$ cat src/rtl/axi_lite_if.sv
// AXI-lite bus bundle: 32-bit address/data, 4-bit strobe, 2-bit response.
// master drives requests and ready for responses; slave is the mirror image.
interface axi_lite_if;
  logic [31:0] awaddr;
  logic        awvalid;
  logic        awready;
  logic [31:0] wdata;
  logic [3:0]  wstrb;
  logic        wvalid;
  logic        wready;
  logic [1:0]  bresp;
  logic        bvalid;
  logic        bready;
  logic [31:0] araddr;
  logic        arvalid;
  logic        arready;
  logic [31:0] rdata;
  logic [1:0]  rresp;
  logic        rvalid;
  logic        rready;

  modport master (
    output awaddr, awvalid, wdata, wstrb, wvalid, bready, araddr, arvalid, rready,
    input  awready, wready, bresp, bvalid, arready, rdata, rresp, rvalid
  );

  modport slave (
    input  awaddr, awvalid, wdata, wstrb, wvalid, bready, araddr, arvalid, rready,
    output awready, wready, bresp, bvalid, arready, rdata, rresp, rvalid
  );
endinterface

$ cat src/rtl/axi_lite_xbar_1x2.sv
// AXI-lite 1-to-2 crossbar: s0 = main memory, s1 = read-only CLINT, unmapped -> DECERR.
// Optional XBAR_DIFFTEST_SKIP_EN adds a difftest_skip pulse for device/error completions.
module axi_lite_xbar_1x2 #(
  parameter logic [31:0] CLINT_BASE = 32'h0200_0000,
  parameter logic [31:0] CLINT_MASK = 32'hFFFF_0000,
  parameter logic [31:0] MEM_BASE   = 32'h8000_0000,
  parameter logic [31:0] MEM_MASK   = 32'hF800_0000
) (
  input  logic             clk,
  input  logic             rst,
  axi_lite_if.slave        up,
  axi_lite_if.master       s0,
  axi_lite_if.master       s1,
  output logic [1:0]       r_state_dbg,
  output logic [1:0]       w_state_dbg
`ifdef XBAR_DIFFTEST_SKIP_EN
  ,
  output logic             difftest_skip
`endif
);
  // Handshakes: a transfer occurs on the rising edge where valid && ready;
  // valid never waits on ready, and payload is held stable while valid is high.
  typedef enum logic [1:0] {R_IDLE, R_ADDR, R_DATA, R_ERR} r_state_t;
  typedef enum logic [1:0] {W_IDLE, W_ADDR, W_RESP, W_ERR} w_state_t;
  typedef enum logic [1:0] {T_MEM, T_CLINT, T_ERR} tgt_t;

  function automatic tgt_t decode(input logic [31:0] addr);
    if ((addr & CLINT_MASK) == CLINT_BASE) return T_CLINT;
    else if ((addr & MEM_MASK) == MEM_BASE) return T_MEM;
    else return T_ERR;
  endfunction

  r_state_t    r_state, r_next;
  logic [31:0] r_addr;
  tgt_t        r_tgt;

  always_ff @(posedge clk or posedge rst) begin
    if (rst) begin
      r_state <= R_IDLE;
      r_addr  <= '0;
      r_tgt   <= T_MEM;
    end else begin
      r_state <= r_next;
      if (r_state == R_IDLE && up.arvalid) begin
        r_addr <= up.araddr;
        r_tgt  <= decode(up.araddr);
      end
    end
  end

  always_comb begin
    r_next     = r_state;
    up.arready = 1'b0;
    up.rvalid  = 1'b0;
    up.rdata   = '0;
    up.rresp   = '0;
    s0.arvalid = 1'b0;
    s1.arvalid = 1'b0;
    s0.rready  = 1'b0;
    s1.rready  = 1'b0;
    case (r_state)
      R_IDLE: begin
        up.arready = 1'b1;
        if (up.arvalid) r_next = (decode(up.araddr) == T_ERR) ? R_ERR : R_ADDR;
      end
      R_ADDR: begin
        if (r_tgt == T_CLINT) begin
          s1.arvalid = 1'b1;
          if (s1.arready) r_next = R_DATA;
        end else begin
          s0.arvalid = 1'b1;
          if (s0.arready) r_next = R_DATA;
        end
      end
      R_DATA: begin
        if (r_tgt == T_CLINT) begin
          up.rvalid = s1.rvalid;
          up.rdata  = s1.rdata;
          up.rresp  = s1.rresp;
          s1.rready = up.rready;
          if (s1.rvalid && up.rready) r_next = R_IDLE;
        end else begin
          up.rvalid = s0.rvalid;
          up.rdata  = s0.rdata;
          up.rresp  = s0.rresp;
          s0.rready = up.rready;
          if (s0.rvalid && up.rready) r_next = R_IDLE;
        end
      end
      R_ERR: begin
        up.rvalid = 1'b1;
        up.rresp  = 2'b11;
        if (up.rready) r_next = R_IDLE;
      end
      default: r_next = R_IDLE;
    endcase
  end

  assign s0.araddr = r_addr;
  assign s1.araddr = r_addr;

  w_state_t    w_state, w_next;
  logic        aw_got, w_got, aw_done, w_done;
  logic [31:0] aw_addr, w_data;
  logic [3:0]  w_strb;
  tgt_t        w_tgt, aw_tgt_now;
  logic        aw_fire, w_fire;

  // AW and W are captured independently; the target comes from the AW beat.
  assign aw_fire    = (w_state == W_IDLE) && !aw_got && up.awvalid;
  assign w_fire     = (w_state == W_IDLE) && !w_got && up.wvalid;
  assign aw_tgt_now = aw_fire ? decode(up.awaddr) : w_tgt;

  always_ff @(posedge clk or posedge rst) begin
    if (rst) begin
      w_state <= W_IDLE;
      aw_got  <= 1'b0;
      w_got   <= 1'b0;
      aw_done <= 1'b0;
      w_done  <= 1'b0;
      aw_addr <= '0;
      w_data  <= '0;
      w_strb  <= '0;
      w_tgt   <= T_MEM;
    end else begin
      w_state <= w_next;
      if (aw_fire) begin
        aw_got  <= 1'b1;
        aw_addr <= up.awaddr;
        w_tgt   <= decode(up.awaddr);
      end
      if (w_fire) begin
        w_got  <= 1'b1;
        w_data <= up.wdata;
        w_strb <= up.wstrb;
      end
      if (w_state == W_ADDR) begin
        if (s0.awvalid && s0.awready) aw_done <= 1'b1;
        if (s0.wvalid && s0.wready) w_done <= 1'b1;
      end
      if (w_state != W_IDLE && w_next == W_IDLE) begin
        aw_got  <= 1'b0;
        w_got   <= 1'b0;
        aw_done <= 1'b0;
        w_done  <= 1'b0;
      end
    end
  end

  always_comb begin
    w_next     = w_state;
    up.awready = 1'b0;
    up.wready  = 1'b0;
    up.bvalid  = 1'b0;
    up.bresp   = '0;
    s0.awvalid = 1'b0;
    s0.wvalid  = 1'b0;
    s0.bready  = 1'b0;
    case (w_state)
      W_IDLE: begin
        up.awready = !aw_got;
        up.wready  = !w_got;
        // The CLINT is read-only, so only memory writes are forwarded.
        if ((aw_got || aw_fire) && (w_got || w_fire))
          w_next = (aw_tgt_now == T_MEM) ? W_ADDR : W_ERR;
      end
      W_ADDR: begin
        s0.awvalid = !aw_done;
        s0.wvalid  = !w_done;
        if ((aw_done || s0.awready) && (w_done || s0.wready)) w_next = W_RESP;
      end
      W_RESP: begin
        up.bvalid = s0.bvalid;
        up.bresp  = s0.bresp;
        s0.bready = up.bready;
        if (s0.bvalid && up.bready) w_next = W_IDLE;
      end
      W_ERR: begin
        up.bvalid = 1'b1;
        up.bresp  = 2'b11;
        if (up.bready) w_next = W_IDLE;
      end
      default: w_next = W_IDLE;
    endcase
  end

  assign s0.awaddr = aw_addr;
  assign s0.wdata  = w_data;
  assign s0.wstrb  = w_strb;
  assign s1.awaddr  = '0;
  assign s1.awvalid = 1'b0;
  assign s1.wdata   = '0;
  assign s1.wstrb   = '0;
  assign s1.wvalid  = 1'b0;
  assign s1.bready  = 1'b0;

  logic unused_s1_wr;
  assign unused_s1_wr = ^{s1.awready, s1.wready, s1.bvalid, s1.bresp};

  assign r_state_dbg = r_state;
  assign w_state_dbg = w_state;

`ifdef XBAR_DIFFTEST_SKIP_EN
  always_ff @(posedge clk or posedge rst) begin
    if (rst) difftest_skip <= 1'b0;
    else difftest_skip <= (r_state == R_DATA && r_tgt == T_CLINT && s1.rvalid && up.rready)
                       || (r_state == R_ERR && up.rready)
                       || (w_state == W_ERR && up.bready);
  end
`endif
endmodule
$ cat src/flat_wrapper.sv
// flat-port wrapper written by rule: the top's interface ports become plain ports
module axi_lite_xbar_1x2_flat 
#(
  parameter logic [31:0] CLINT_BASE = 32'h0200_0000,
  parameter logic [31:0] CLINT_MASK = 32'hFFFF_0000,
  parameter logic [31:0] MEM_BASE   = 32'h8000_0000,
  parameter logic [31:0] MEM_MASK   = 32'hF800_0000
)
  (clk, rst, r_state_dbg, w_state_dbg, up_awaddr, up_awvalid, up_wdata, up_wstrb, up_wvalid, up_bready, up_araddr, up_arvalid, up_rready, up_awready, up_wready, up_bresp, up_bvalid, up_arready, up_rdata, up_rresp, up_rvalid, s0_awaddr, s0_awvalid, s0_wdata, s0_wstrb, s0_wvalid, s0_bready, s0_araddr, s0_arvalid, s0_rready, s0_awready, s0_wready, s0_bresp, s0_bvalid, s0_arready, s0_rdata, s0_rresp, s0_rvalid, s1_awaddr, s1_awvalid, s1_wdata, s1_wstrb, s1_wvalid, s1_bready, s1_araddr, s1_arvalid, s1_rready, s1_awready, s1_wready, s1_bresp, s1_bvalid, s1_arready, s1_rdata, s1_rresp, s1_rvalid);
  axi_lite_if up_i ();
  axi_lite_if s0_i ();
  axi_lite_if s1_i ();
  input  logic clk;
  input  logic rst;
  output logic [1:0] r_state_dbg;
  output logic [1:0] w_state_dbg;
  input wire logic [$bits(up_i.awaddr)-1:0] up_awaddr;
  input wire logic [$bits(up_i.awvalid)-1:0] up_awvalid;
  input wire logic [$bits(up_i.wdata)-1:0] up_wdata;
  input wire logic [$bits(up_i.wstrb)-1:0] up_wstrb;
  input wire logic [$bits(up_i.wvalid)-1:0] up_wvalid;
  input wire logic [$bits(up_i.bready)-1:0] up_bready;
  input wire logic [$bits(up_i.araddr)-1:0] up_araddr;
  input wire logic [$bits(up_i.arvalid)-1:0] up_arvalid;
  input wire logic [$bits(up_i.rready)-1:0] up_rready;
  output wire logic [$bits(up_i.awready)-1:0] up_awready;
  output wire logic [$bits(up_i.wready)-1:0] up_wready;
  output wire logic [$bits(up_i.bresp)-1:0] up_bresp;
  output wire logic [$bits(up_i.bvalid)-1:0] up_bvalid;
  output wire logic [$bits(up_i.arready)-1:0] up_arready;
  output wire logic [$bits(up_i.rdata)-1:0] up_rdata;
  output wire logic [$bits(up_i.rresp)-1:0] up_rresp;
  output wire logic [$bits(up_i.rvalid)-1:0] up_rvalid;
  output wire logic [$bits(s0_i.awaddr)-1:0] s0_awaddr;
  output wire logic [$bits(s0_i.awvalid)-1:0] s0_awvalid;
  output wire logic [$bits(s0_i.wdata)-1:0] s0_wdata;
  output wire logic [$bits(s0_i.wstrb)-1:0] s0_wstrb;
  output wire logic [$bits(s0_i.wvalid)-1:0] s0_wvalid;
  output wire logic [$bits(s0_i.bready)-1:0] s0_bready;
  output wire logic [$bits(s0_i.araddr)-1:0] s0_araddr;
  output wire logic [$bits(s0_i.arvalid)-1:0] s0_arvalid;
  output wire logic [$bits(s0_i.rready)-1:0] s0_rready;
  input wire logic [$bits(s0_i.awready)-1:0] s0_awready;
  input wire logic [$bits(s0_i.wready)-1:0] s0_wready;
  input wire logic [$bits(s0_i.bresp)-1:0] s0_bresp;
  input wire logic [$bits(s0_i.bvalid)-1:0] s0_bvalid;
  input wire logic [$bits(s0_i.arready)-1:0] s0_arready;
  input wire logic [$bits(s0_i.rdata)-1:0] s0_rdata;
  input wire logic [$bits(s0_i.rresp)-1:0] s0_rresp;
  input wire logic [$bits(s0_i.rvalid)-1:0] s0_rvalid;
  output wire logic [$bits(s1_i.awaddr)-1:0] s1_awaddr;
  output wire logic [$bits(s1_i.awvalid)-1:0] s1_awvalid;
  output wire logic [$bits(s1_i.wdata)-1:0] s1_wdata;
  output wire logic [$bits(s1_i.wstrb)-1:0] s1_wstrb;
  output wire logic [$bits(s1_i.wvalid)-1:0] s1_wvalid;
  output wire logic [$bits(s1_i.bready)-1:0] s1_bready;
  output wire logic [$bits(s1_i.araddr)-1:0] s1_araddr;
  output wire logic [$bits(s1_i.arvalid)-1:0] s1_arvalid;
  output wire logic [$bits(s1_i.rready)-1:0] s1_rready;
  input wire logic [$bits(s1_i.awready)-1:0] s1_awready;
  input wire logic [$bits(s1_i.wready)-1:0] s1_wready;
  input wire logic [$bits(s1_i.bresp)-1:0] s1_bresp;
  input wire logic [$bits(s1_i.bvalid)-1:0] s1_bvalid;
  input wire logic [$bits(s1_i.arready)-1:0] s1_arready;
  input wire logic [$bits(s1_i.rdata)-1:0] s1_rdata;
  input wire logic [$bits(s1_i.rresp)-1:0] s1_rresp;
  input wire logic [$bits(s1_i.rvalid)-1:0] s1_rvalid;
  assign up_i.awaddr = up_awaddr;
  assign up_i.awvalid = up_awvalid;
  assign up_i.wdata = up_wdata;
  assign up_i.wstrb = up_wstrb;
  assign up_i.wvalid = up_wvalid;
  assign up_i.bready = up_bready;
  assign up_i.araddr = up_araddr;
  assign up_i.arvalid = up_arvalid;
  assign up_i.rready = up_rready;
  assign up_awready = up_i.awready;
  assign up_wready = up_i.wready;
  assign up_bresp = up_i.bresp;
  assign up_bvalid = up_i.bvalid;
  assign up_arready = up_i.arready;
  assign up_rdata = up_i.rdata;
  assign up_rresp = up_i.rresp;
  assign up_rvalid = up_i.rvalid;
  assign s0_awaddr = s0_i.awaddr;
  assign s0_awvalid = s0_i.awvalid;
  assign s0_wdata = s0_i.wdata;
  assign s0_wstrb = s0_i.wstrb;
  assign s0_wvalid = s0_i.wvalid;
  assign s0_bready = s0_i.bready;
  assign s0_araddr = s0_i.araddr;
  assign s0_arvalid = s0_i.arvalid;
  assign s0_rready = s0_i.rready;
  assign s0_i.awready = s0_awready;
  assign s0_i.wready = s0_wready;
  assign s0_i.bresp = s0_bresp;
  assign s0_i.bvalid = s0_bvalid;
  assign s0_i.arready = s0_arready;
  assign s0_i.rdata = s0_rdata;
  assign s0_i.rresp = s0_rresp;
  assign s0_i.rvalid = s0_rvalid;
  assign s1_awaddr = s1_i.awaddr;
  assign s1_awvalid = s1_i.awvalid;
  assign s1_wdata = s1_i.wdata;
  assign s1_wstrb = s1_i.wstrb;
  assign s1_wvalid = s1_i.wvalid;
  assign s1_bready = s1_i.bready;
  assign s1_araddr = s1_i.araddr;
  assign s1_arvalid = s1_i.arvalid;
  assign s1_rready = s1_i.rready;
  assign s1_i.awready = s1_awready;
  assign s1_i.wready = s1_wready;
  assign s1_i.bresp = s1_bresp;
  assign s1_i.bvalid = s1_bvalid;
  assign s1_i.arready = s1_arready;
  assign s1_i.rdata = s1_rdata;
  assign s1_i.rresp = s1_rresp;
  assign s1_i.rvalid = s1_rvalid;
  axi_lite_xbar_1x2 #(.CLINT_BASE(CLINT_BASE), .CLINT_MASK(CLINT_MASK), .MEM_BASE(MEM_BASE), .MEM_MASK(MEM_MASK)) u_core (.clk(clk), .rst(rst), .up(up_i), .s0(s0_i), .s1(s1_i), .r_state_dbg(r_state_dbg), .w_state_dbg(w_state_dbg));
endmodule
$ cat config.mk
export PLATFORM = sky130hd
export DESIGN_NAME = axi_lite_xbar_1x2_flat
export DESIGN_NICKNAME = d
export VERILOG_FILES = /design/src/rtl/axi_lite_if.sv /design/src/rtl/axi_lite_xbar_1x2.sv /design/src/flat_wrapper.sv
export SDC_FILE = /design/constraint.sdc
export NUM_CORES = 1
export LEC_CHECK = 0
export ABC_AREA = 1
export CELL_PAD_IN_SITES_DETAIL_PLACEMENT = 1
export CELL_PAD_IN_SITES_GLOBAL_PLACEMENT = 1
export CORE_UTILIZATION = 20
export DETAILED_ROUTE_END_ITERATION = 10
export GPL_ROUTABILITY_DRIVEN = 0
export PLACE_DENSITY_LB_ADDON = 0.25
export SLEW_MARGIN = 20
export SYNTH_ARGS = -nofsm -noshare
export SYNTH_HDL_FRONTEND = slang
export SYNTH_SLANG_ARGS = --single-unit
export TNS_END_PERCENT = 5
$ cat constraint.sdc
create_clock -name clk -period 4.1 [get_ports clk]
set_clock_uncertainty 0.1 [all_clocks]
set_input_delay 1.23 -clock clk [delete_from_list [all_inputs] [get_ports clk]]
set_output_delay 1.23 -clock clk [all_outputs]
set_load 0.02 [all_outputs]
* After elaboration in Yosys (flattened, before gate mapping) *
Cells that the tools add are included.

storage, ports and cells
  register bits after elaboration = 112
  input port bits = 189
  output and inout port bits = 255
  word-level logic and storage cells = 119

cells by class
  equality and inequality tests = 18
  multiplexer cells = 55
  reductions and logical operators = 34

operator list
  cell                                                                number
  32-bit 2-to-1 mux                                                   2
  2-bit 2-to-1 mux                                                    22
  16-bit by 10-bit == test with 1-bit output (second input constant)  2
  1-bit 2-to-1 mux                                                    25
  2-bit one-hot mux with 4 select lines                               2
  1-bit logical AND                                                   13
  2-bit nonzero test                                                  6
  2-bit == test (second input constant)                               5
  5-bit == test (second input constant)                               2
  2-bit logical NOT                                                   4
  2-bit one-hot mux with 2 select lines                               2
  2-bit by 1-bit == test with 1-bit output (second input constant)    3
  3-bit != test (second input constant)                               2
  6-bit AND reduction                                                 1
  1-bit logical NOT                                                   4
  1-bit logical OR                                                    4
  2-bit != test (second input constant)                               2
  1-bit one-hot mux with 2 select lines                               2
  2-bit AND reduction                                                 2
  3-bit by 1-bit != test with 1-bit output (second input constant)    1
  3-bit by 2-bit != test with 1-bit output (second input constant)    1

* Logic depth before layout (Yosys ltp) *
  word-level depth = 12
  gate-level depth with buffers = 11
  mapped depth without buffers = 11

* Least setup slack after synthesis *
No wires, ideal clock.

  path type = input to output
  start point = input port up_rready
  end point = output port s0_rready
  data arrival time = 1.786 ns
  data required time = 2.770 ns
  setup slack = 0.984 ns
  cell stages on the path = 2
  path buffers = 0
  cells stage by stage = inv_1 > nor3_1

on the way
  word-level cells in the longest chain between the ends = 2

RTL lines
  item                RTL line                 source
  start: declaration  flat_wrapper.sv:25       input wire logic [$bits(up_i.rready)-1:0] up_rready;
  1-bit 2-to-1 mux    axi_lite_xbar_1x2.sv:76  if (r_tgt == T_CLINT) begin
  1-bit 2-to-1 mux    axi_lite_xbar_1x2.sv:61  case (r_state)
  end: declaration    flat_wrapper.sv:42       output wire logic [$bits(s0_i.rready)-1:0] s0_rready;

Every way passes these cells.

* Worst setup path after layout *
  start point = input port s0_rvalid
  end point = output port up_rvalid

on the way
  word-level cells in the longest chain between the ends = 2

RTL lines
  item                                   RTL line                 source
  start: declaration                     flat_wrapper.sv:50       input wire logic [$bits(s0_i.rvalid)-1:0] s0_rvalid;
  1-bit 2-to-1 mux                       axi_lite_xbar_1x2.sv:76
  1-bit one-hot mux with 2 select lines  axi_lite_xbar_1x2.sv:61
  end: declaration                       flat_wrapper.sv:33       output wire logic [$bits(up_i.rvalid)-1:0] up_rvalid;

Every way passes these cells.

==> results.json <==
{
  "hold_path_end": "u_core.s0.wdata[12]$_DFFE_PP0P_",
  "htreeDepth": 3,
  "clock_path_buffers": 2,
  "startpoint_type": "input port",
  "vias": 5640,
  "ctsRootBufferMaster": "clkbuf_16",
  "path_max_fanout": 2,
  "drive_gt1_share_pct": 5.671,
  "firstDrtPassIters": 4,
  "seqPwrFrac_pct": 28.2,
  "worstMarginPinSlew_ns": 0.7176,
  "wire_per_inst_microns": 15.48,
  "grt_pass1_wl_microns": 34420,
  "hold_class": "reg2reg",
  "clock-sinks": 112,
  "status": "complete, no violations",
  "min_period_ns": 3.991,
  "ys_seq_area_share_pct": 48.01,
  "hold_buffers": 0,
  "pin_count": 444,
  "syn_inst": 732,
  "antenna_found_initial": 1,
  "dpl.hpwl_microns": 17090,
  "cp_data_arrival_time_ns": 2.66,
  "overflow": 0,
  "max_freq_mhz": 250.5,
  "postCtsSetupBuffers": 0,
  "hold_depth": 2,
  "required_ns": 2.77,
  "switchingPower_w": 0.003058,
  "grt_start_max_net_pins": 106,
  "nFillCells": 3423,
  "coreArea_sq_um": 28700,
  "critPathCaptureType": "output port",
  "ys_types": 27,
  "comb_power_share_pct": 58.3,
  "reg2reg_depth": 7,
  "rows": 62,
  "internal_power_w": 0.003994,
  "nNetsFinal": 1243,
  "dr.first_iter.drc_count": 187,
  "min_from": "u_core.s0.wdata[12]$_DFFE_PP0P_",
  "path_clk_slew_ns": 0.07,
  "dieArea_sq_um": 29880,
  "ys_warn_count": 0,
  "r2r_slack_ns": 1.83,
  "leakagePower_nw": 4.530,
  "cts_buffers": 9,
  "crit_type": "in2out",
  "avgSynthCellArea_sq_um": 7.976,
  "synth_area_sq_um": 5838,
  "r2r_end": "u_core.s0.wdata[18]$_DFFE_PP0P_",
  "area_growth_pct": 66.97,
  "antenna_left": 0,
  "max-slew-margin-rel_pct": 52.09,
  "post_dp_cell_area_sq_um": 9437,
  "rsz0062_at_grt": "false",
  "slew_violations": 0,
  "cts_tree": "yes",
  "ir_drop_mv": 0.2806,
  "grt_pass1_vias": 5718,
  "clkPwrFrac_pct": 13.5,
  "drv_cap": 0,
  "initial_core_util_pct": 20.34,
  "clk_latency_ns": 0.35,
  "fin_tns_setup_ns": 0,
  "ys_ff_latch": 112,
  "switching_share_pct": 43.36,
  "r2r_start": "u_core.w_state_dbg[0]$_DFF_PP0_",
  "report.final.setup_viol": 0,
  "port_buffers": 367,
  "power_density_nw_per_um2": 723.4,
  "via_per_inst": 3.909,
  "wl_microns": 22340,
  "grt_usage_pct": 14.90,
  "post-route-period-util_pct": 97.35,
  "drc_errors": 0,
  "die_w_microns": 172.9,
  "hold_viol": 0,
  "design_area_sq_um": 9748,
  "ctsResizeCount": 0,
  "die_y_microns": 172.9
}
## registers in the layout, summed over array words and instances, names as in the netlist, 2 cells and up
signal / cells
u_core.s0.awaddr: 32
u_core.w_tgt: 2
u_core.s0.wstrb: 4
u_core.s0.wdata: 32
u_core.w_state_dbg: 2
u_core.s0.araddr: 32
u_core.r_state_dbg: 2
u_core.r_tgt: 2
## cell usage in the layout, fill, tap and decap left out
cell type          n
o22ai_1            1
dfrtp_1          112
nand4_1            4
nand3_2            1
inv_1             33
a21o_1             2
bufinv_16          1
clkbuf_16          9
o2111ai_1          1
or2_2              1
buf_4              3
conb_1            71
nand3_4            1
inv_8              1
clkdlybuf4s50_1  367
nand2_1          242
nor2_2             4
mux2_2            17
a21oi_1            6
o21ai_2            1
o21ai_0           57
buf_12             3
clkinvlp_4         1
inv_6              2
diode_2            1
o21ai_1            2
nand2_2            5
inv_2              7
nor2_4             1
clkinv_8           1
nor3_1             3
clkinv_4           1
nand3_1            3
nor2_1            94
## critical path, cell delays in order
cell and delay [ns]:
clkdlybuf4s50_1 0.44, or2_2 0.09, o21ai_0 0.09, a21oi_1 0.16, clkdlybuf4s50_1 0.64
## worst max-delay path by stage
stage / to / from / slack [ns]
2_1_floorplan: s0_rready / up_rready / 0.98
3_3_place_gp: up_rvalid / s0_rvalid / 0.09
3_5_place_dp: up_rvalid / s0_rvalid / 0.09
4_1_cts: up_rvalid / s0_rvalid / 0.09
5_1_grt: up_rvalid / s0_rvalid / 0.06
6_report: up_rvalid / s0_rvalid / 0.11
## stage by stage
| stage | utilization (%) | hold slack [ns] | std cells | power, W | worst slack (ns) |
|---|---|---|---|---|---|
| floorplan | - | 0.3530 | 802 | 0.004250 | 0.9836 |
| global placement | 32.88 | 0.3610 | 1427 | 0.006153 | 0.08759 |
| detailed placement | 32.88 | 0.3641 | 1427 | 0.006198 | 0.08848 |
| CTS | 33.95 | 0.3846 | 1442 | 0.007205 | 0.08670 |
| global route | 33.95 | 0.4014 | 1442 | 0.007549 | 0.05697 |
| finish | 33.96 | 0.3800 | 1443 | 0.007052 | 0.1087 |
## metal layers
| metal | routed length, microns | global-route usage (%) | part of all wire, % | vias to the layer above |
|---|---|---|---|---|
| met1 | 8762 | 16.48 | 39 | 2650 |
| met4 | 347 | 3.835 | 1.6 | 0 |
| li1 | - | - | - | 2728 |
| met3 | 2252 | 6.662 | 10 | 15 |
| met5 | 0 | 0 | 0 | - |
| met2 | 10980 | 25.86 | 49 | 247 |
## layout make-up
cell class	count	area [sq um]	area share [%]
Clock inverter	6	83.83	0.8600
Clock buffer	9	225.2	2.310
Antenna cell	1	2.502	0.02567
Inverter	41	157.7	1.617
Tap cell	384	480.5	4.929
Multi-Input combinational cell	517	2240	22.98
Sequential cell	112	2803	28.75
Timing Repair Buffer	373	3756	38.53
## power groups by stage
stage	logic (W)	registers, W	clock network [W]
global route	0.00444	0.00207	0.00104
CTS	0.00420	0.00200	0.00101
detailed placement	0.00419	0.00201	0
global placement	0.00416	0.00200	0
floorplan	0.00171	0.00254	0
finish	0.00411	0.00199	0.000949
## cells in the mapped netlist
| cell | count | area, sq um |
|---|---|---|
| nand3_2 | 1 | 10.01 |
| nand2_1 | 243 | 912.1 |
| inv_2 | 7 | 26.28 |
| buf_2 | 6 | 30.03 |
| nor3_1 | 3 | 15.01 |
| o21ai_2 | 1 | 8.760 |
| o21ai_0 | 57 | 285.3 |
| mux2_2 | 17 | 191.4 |
| dfrtp_1 | 112 | 2803 |
| nand3_4 | 1 | 17.52 |
| inv_1 | 34 | 127.6 |
| buf_4 | 107 | 803.3 |
| nand2_2 | 4 | 25.02 |
| a21oi_1 | 6 | 30.03 |
| nor2_2 | 2 | 12.51 |
| buf_6 | 1 | 11.26 |
| o2111ai_1 | 1 | 8.760 |
| nor2_4 | 1 | 11.26 |
| conb_1 | 1 | 3.750 |
| or2_2 | 1 | 6.260 |
| nor2_1 | 96 | 360.4 |
| a21o_1 | 2 | 15.01 |
| nand4_1 | 4 | 25.02 |
| o21ai_1 | 2 | 10.01 |
| o22ai_1 | 1 | 6.260 |
| clkbuf_1 | 18 | 67.56 |
| nand3_1 | 3 | 15.01 |
## cells by family after synthesis
group	share of synthesized area, %
AND/OR/NAND/NOR	24.15
flip-flops	48.01
buffers and inverters	18.26
multiplexers	3.279
other	0.06423
AO/OA/AOI/OAI	6.237
Power figures use the tool's default switching activity.
